==> src/rtl/multicycle_sequencer.sv <==
// rtl/multicycle_sequencer.sv - multicycle fetch/decode/execute control sequencer
// Optional retired-instruction counter enabled by defining SEQ_RETIRE_CNT_EN.
module multicycle_sequencer #(
  parameter int MEM_WAIT_MAX = 15
) (
  input  logic       clk,
  input  logic       rst_n,
  input  logic       run,
  input  logic [1:0] opcode,
  input  logic       mem_ready,
  output logic       fetch_req,
  output logic       ir_load,
  output logic       pc_en,
  output logic       RegWrite,
  output logic       MemWrite,
  output logic       MemRead,
  output logic       ALUSrc,
  output logic       busy,
  output logic       err,
  output logic [2:0] state
`ifdef SEQ_RETIRE_CNT_EN
  ,
  output logic [7:0] retired_cnt
`endif
);

  typedef enum logic [2:0] {
    IDLE   = 3'd0,
    FETCH  = 3'd1,
    DECODE = 3'd2,
    EXEC   = 3'd3,
    MEM    = 3'd4,
    WB     = 3'd5,
    SPARE  = 3'd6,
    ERR    = 3'd7
  } stateT;

  localparam logic [7:0] WAIT_LAST = 8'(MEM_WAIT_MAX - 1);

  stateT      curState;
  stateT      nextState;
  stateT      retireState;
  logic [7:0] waitCnt;
  logic       waitExpired;
  logic       isMemOp;

  // waitCnt holds the low cycles already seen, so this is the last tolerated one
  assign waitExpired = (waitCnt >= WAIT_LAST);
  assign retireState = run ? FETCH : IDLE;
  assign isMemOp     = (opcode == 2'b01) || (opcode == 2'b10);

  always_ff @(posedge clk) begin
    if (!rst_n) begin
      curState <= IDLE;
    end else begin
      curState <= nextState;
    end
  end

  // Any state change clears the counter, which covers entry to FETCH and MEM
  always_ff @(posedge clk) begin
    if (!rst_n) begin
      waitCnt <= 8'd0;
    end else if (nextState != curState) begin
      waitCnt <= 8'd0;
    end else if (((curState == FETCH) || (curState == MEM)) && !mem_ready) begin
      waitCnt <= waitCnt + 8'd1;
    end
  end

  always_comb begin
    nextState = curState;
    fetch_req = 1'b0;
    ir_load   = 1'b0;
    pc_en     = 1'b0;
    RegWrite  = 1'b0;
    MemWrite  = 1'b0;
    MemRead   = 1'b0;
    ALUSrc    = 1'b0;
    case (curState)
      IDLE: begin
        if (run) nextState = FETCH;
      end
      FETCH: begin
        fetch_req = 1'b1;
        if (mem_ready) begin
          ir_load   = 1'b1;
          pc_en     = 1'b1;
          nextState = DECODE;
        end else if (waitExpired) begin
          nextState = ERR;
        end
      end
      DECODE: begin
        nextState = EXEC;
      end
      EXEC: begin
        ALUSrc    = (opcode != 2'b00);
        nextState = isMemOp ? MEM : WB;
      end
      MEM: begin
        ALUSrc   = 1'b1;
        MemRead  = (opcode == 2'b01);
        MemWrite = (opcode == 2'b10);
        if (mem_ready) begin
          nextState = (opcode == 2'b01) ? WB : retireState;
        end else if (waitExpired) begin
          nextState = ERR;
        end
      end
      WB: begin
        RegWrite  = 1'b1;
        ALUSrc    = (opcode != 2'b00);
        nextState = retireState;
      end
      ERR: begin
        nextState = ERR;
      end
      default: begin
        nextState = IDLE;
      end
    endcase
  end

  assign busy  = (curState != IDLE) && (curState != ERR);
  assign err   = (curState == ERR);
  assign state = curState;

`ifdef SEQ_RETIRE_CNT_EN
  logic       retiring;
  logic [7:0] retiredCnt;

  assign retiring = (curState == WB) ||
                    ((curState == MEM) && mem_ready && (opcode != 2'b01));

  always_ff @(posedge clk) begin
    if (!rst_n) begin
      retiredCnt <= 8'd0;
    end else if (retiring) begin
      retiredCnt <= retiredCnt + 8'd1;
    end
  end

  assign retired_cnt = retiredCnt;
`endif

endmodule

==> config.mk <==
export PLATFORM = sky130hd
export DESIGN_NAME = multicycle_sequencer
export DESIGN_NICKNAME = d
export VERILOG_FILES = /design/src/rtl/multicycle_sequencer.sv
export SDC_FILE = /design/constraint.sdc
export NUM_CORES = 1
export LEC_CHECK = 0
export BUFFER_PORTS_ARGS = -buffer_cell sky130_fd_sc_hd__buf_4
export CAP_MARGIN = 10
export CORE_MARGIN = 2
export CORE_UTILIZATION = 25
export CTS_CLUSTER_SIZE = 28
export DETAILED_ROUTE_END_ITERATION = 10
export GPL_TIMING_DRIVEN = 0
export PLACE_DENSITY = 0.52
export SLEW_MARGIN = 10
export SYNTH_ARGS = -nofsm -noshare
export SYNTH_HDL_FRONTEND = slang
export SYNTH_SLANG_ARGS = --single-unit
==> constraint.sdc <==
create_clock -name clk -period 1.84 [get_ports clk]
set_input_delay 0.184 -clock clk [delete_from_list [all_inputs] [get_ports clk]]
set_output_delay 0.184 -clock clk [all_outputs]
set_load 0.005 [all_outputs]
==> impl_metrics.json <==
{
  "pre_cts_ws_ns": -0.0942,
  "vias_per_cell": 4.82,
  "fp.dieW_um": 65.9,
  "max_cap_viol_count": 0,
  "hold_path.class": "in2reg",
  "reg2regPathDepth": 4,
  "die-area_sq_mm": 0.00434,
  "stdcell_count": 182,
  "numCtsBuffers": 3,
  "io_buffer_count": 17,
  "drc": 0,
  "synthArstFlopShare_pct": 0,
  "whs_path_depth": 2,
  "worst-path-stages": 4,
  "yosysTopAreaCell": "dfxtp_1",
  "routedWlPerCell_um": 12.4,
  "cp_max_fo": 8,
  "cts_sinks": 11,
  "cts_hold_buf": 0,
  "ys_types": 47,
  "place_area_sq_mm": 0.00115,
  "rows": 22,
  "setup_tns_ns": 0,
  "ys_seq_area_share_pct": 23.0,
  "seq_area_sq_um": 221,
  "end_kind": "register",
  "multiInputGateArea_sq_um": 713,
  "max_stage_delay_ns": 0.58,
  "pwr_density_cell_mw_per_mm2": 616,
  "layout-drive-gt1-share_pct": 31.3,
  "status": "completed",
  "max_freq_mhz": 569,
  "cts_tree": "yes",
  "crit_family": "simple AND/OR/NAND/NOR gates",
  "grt_max_degree": 11,
  "vias": 878,
  "synth_area_leaders": "dfxtp_1 23%, ha_1 6.5%, nor3_1 4.7%",
  "path_class": "reg2reg",
  "ys_ff_latch": 11,
  "syn_to_final_growth_pct": 29.2,
  "peakVddDrop_v": 0.000217,
  "fin_util_pct": 33.8,
  "setup_slack_ns": 0.0823,
  "antennaDiodeCount": 0,
  "start_util_pct": 26.2,
  "critPathRequiredTime_ns": 1.98,
  "grt_pass1_wl_um": 3890,
  "final_antenna_net_count": 0,
  "slew_viol_final": 0,
  "final_area_sq_mm": 0.00124,
  "cts-htree-levels": 1,
  "gr-total-overflow": 0,
  "insertion_delay_ns": 0.24,
  "cp_slowest_cell": "or4_4",
  "report.final.setup_viol": 0,
  "syn_area_per_cell_sq_um": 8.63,
  "root_buffer": "clkbuf_8",
  "final_common_cell": "buf_4",
  "grt_pass1_vias": 813,
  "crit_path_start_kind": "register",
  "firstDrtPassIters": 4,
  "synth_top_area_share_pct": 23.0,
  "dp.final_hpwl_um": 1690,
  "clk_pin_slew_ns": 0.06,
  "core_region_area_sq_mm": 0.00366,
  "finalCritPeriodShare_pct": 95.5,
  "die_y_um": 65.9,
  "skew_ns": 0.00340,
  "netlist_area_sq_um": 958,
  "ys.flop_type": "dfxtp_1",
  "hold_viol": 0,
  "gp_congestion": 0.802,
  "drt_wl_total_um": 2260,
  "layout_min_cycle_time_ns": 1.76,
  "synth_edf_count": 0,
  "layout_common_cells": "22 x buf_4, 10 x nor2_1, 10 x dfxtp_1, 9 x nor3_1",
  "n_fill_cell": 397,
  "grtUsageTotal_pct": 11.2,
  "cp.arrival_ns": 1.90,
  "dp_cells": 176,
  "worst_pin_slew_ns": 0.475,
  "drtIter0Drc": 56,
  "antenna_found_initial": 0,
  "syn_nets": 122,
  "cp_num_buf_inv": 0,
  "relSlewSlack_pct": 68.4,
  "ys_warn_count": 0,
  "cts.path.max_buffers": 2,
  "cp_cell_sequence": "or4_4, nor4_4, o32ai_4, a2111oi_4",
  "synth_cells": 111,
  "fin_nets": 146,
  "io_pins": 18,
  "rsz0062_at_grt": "false",
  "p_leak_nw": 0.499
}
==> worst paths after layout <==
kind | slack, ns | start | end
hold / removal | 0.22 | rst_n | state[1]$_SDFF_PN0_
setup reg to reg | 0.08 | waitCnt[4]$_SDFFE_PP0P_ | waitCnt[1]$_SDFFE_PP0P_
setup / recovery | 0.08 | waitCnt[4]$_SDFFE_PP0P_ | waitCnt[1]$_SDFFE_PP0P_
hold reg to reg | 0.51 | waitCnt[7]$_SDFFE_PP0P_ | waitCnt[7]$_SDFFE_PP0P_
==> sequential cells by signal, summed over array words and instances, names as in the netlist <==
| register | cells |
|---|---|
| waitCnt | 8 |
| state | 3 |
==> per-layer routing <==
| layer | wire [um] | vias up | global-route usage, % | share of wire, % |
|---|---|---|---|---|
| met3 | 48 | 2 | 1.02 | 2.1 |
| met1 | 1060 | 411 | 15.7 | 47 |
| met4 | 18 | 0 | 3.13 | 0.80 |
| met5 | 0 | - | 0 | 0 |
| met2 | 1130 | 12 | 18.2 | 50 |
| li1 | - | 453 | - | - |
==> through the flow <==
stage | hold WS [ns] | total power, mW
6_report | 0.220 | 0.763
4_1_cts | 0.219 | 0.749
5_1_grt | 0.218 | 0.807
3_3_place_gp | 0.466 | 0.496
3_5_place_dp | 0.467 | 0.497
2_1_floorplan | 0.315 | 0.419
==> logic make-up after synthesis <==
family	Yosys count	synth area share (%)
AOI/OAI and AO/OA	23	22.6
xor gates and xnor gates	7	8.36
adders and majority gates	5	6.53
buffers and inverters	11	5.61
DFF	11	23.0
muxes	1	1.17
and+or+nand+nor	53	32.8
==> power by group <==
group / switching (mW) / total [mW] / leakage, nW / internal, mW
Combinational: 0.135 / 0.252 / 0.387 / 0.117
Clock: 0.0987 / 0.251 / 0.0228 / 0.153
Sequential: 0.0131 / 0.260 / 0.0894 / 0.247
Total: 0.247 / 0.763 / 0.499 / 0.516
==> Yosys cell counts, types with 2 or more instances <==
| cell type | n |
|---|---|
| o21a_1 | 2 |
| nor3_1 | 9 |
| o21ai_0 | 4 |
| inv_1 | 5 |
| nand4_1 | 3 |
| o31ai_1 | 2 |
| nor3b_1 | 2 |
| xor2_1 | 5 |
| buf_4 | 3 |
| dfxtp_1 | 11 |
| nor2_1 | 10 |
| nand3_1 | 3 |
| a21oi_1 | 2 |
| and2_1 | 3 |
| nand2b_1 | 4 |
| nand2_1 | 5 |
| a211oi_1 | 2 |
| nor2b_1 | 3 |
| ha_1 | 5 |
==> layout make-up <==
type	instances	share of cell area, %
flip-flops and latches	11	17.9
multi-input cells	89	57.6
inverters	5	1.52
plain buffers	6	3.03
clock buffers	4	3.64
well taps	48	4.85
repair buffers	19	11.5
==> repair_timing <==
item / in CTS / in global routing
setup endpoints to repair: 4 / 11
hold endpoints to repair: 0 / 0
gates resized for setup: 2 / 5
buffers inserted: 0 / 2
pin swaps: 0 / 2
(Power assumes the default switching activity.)
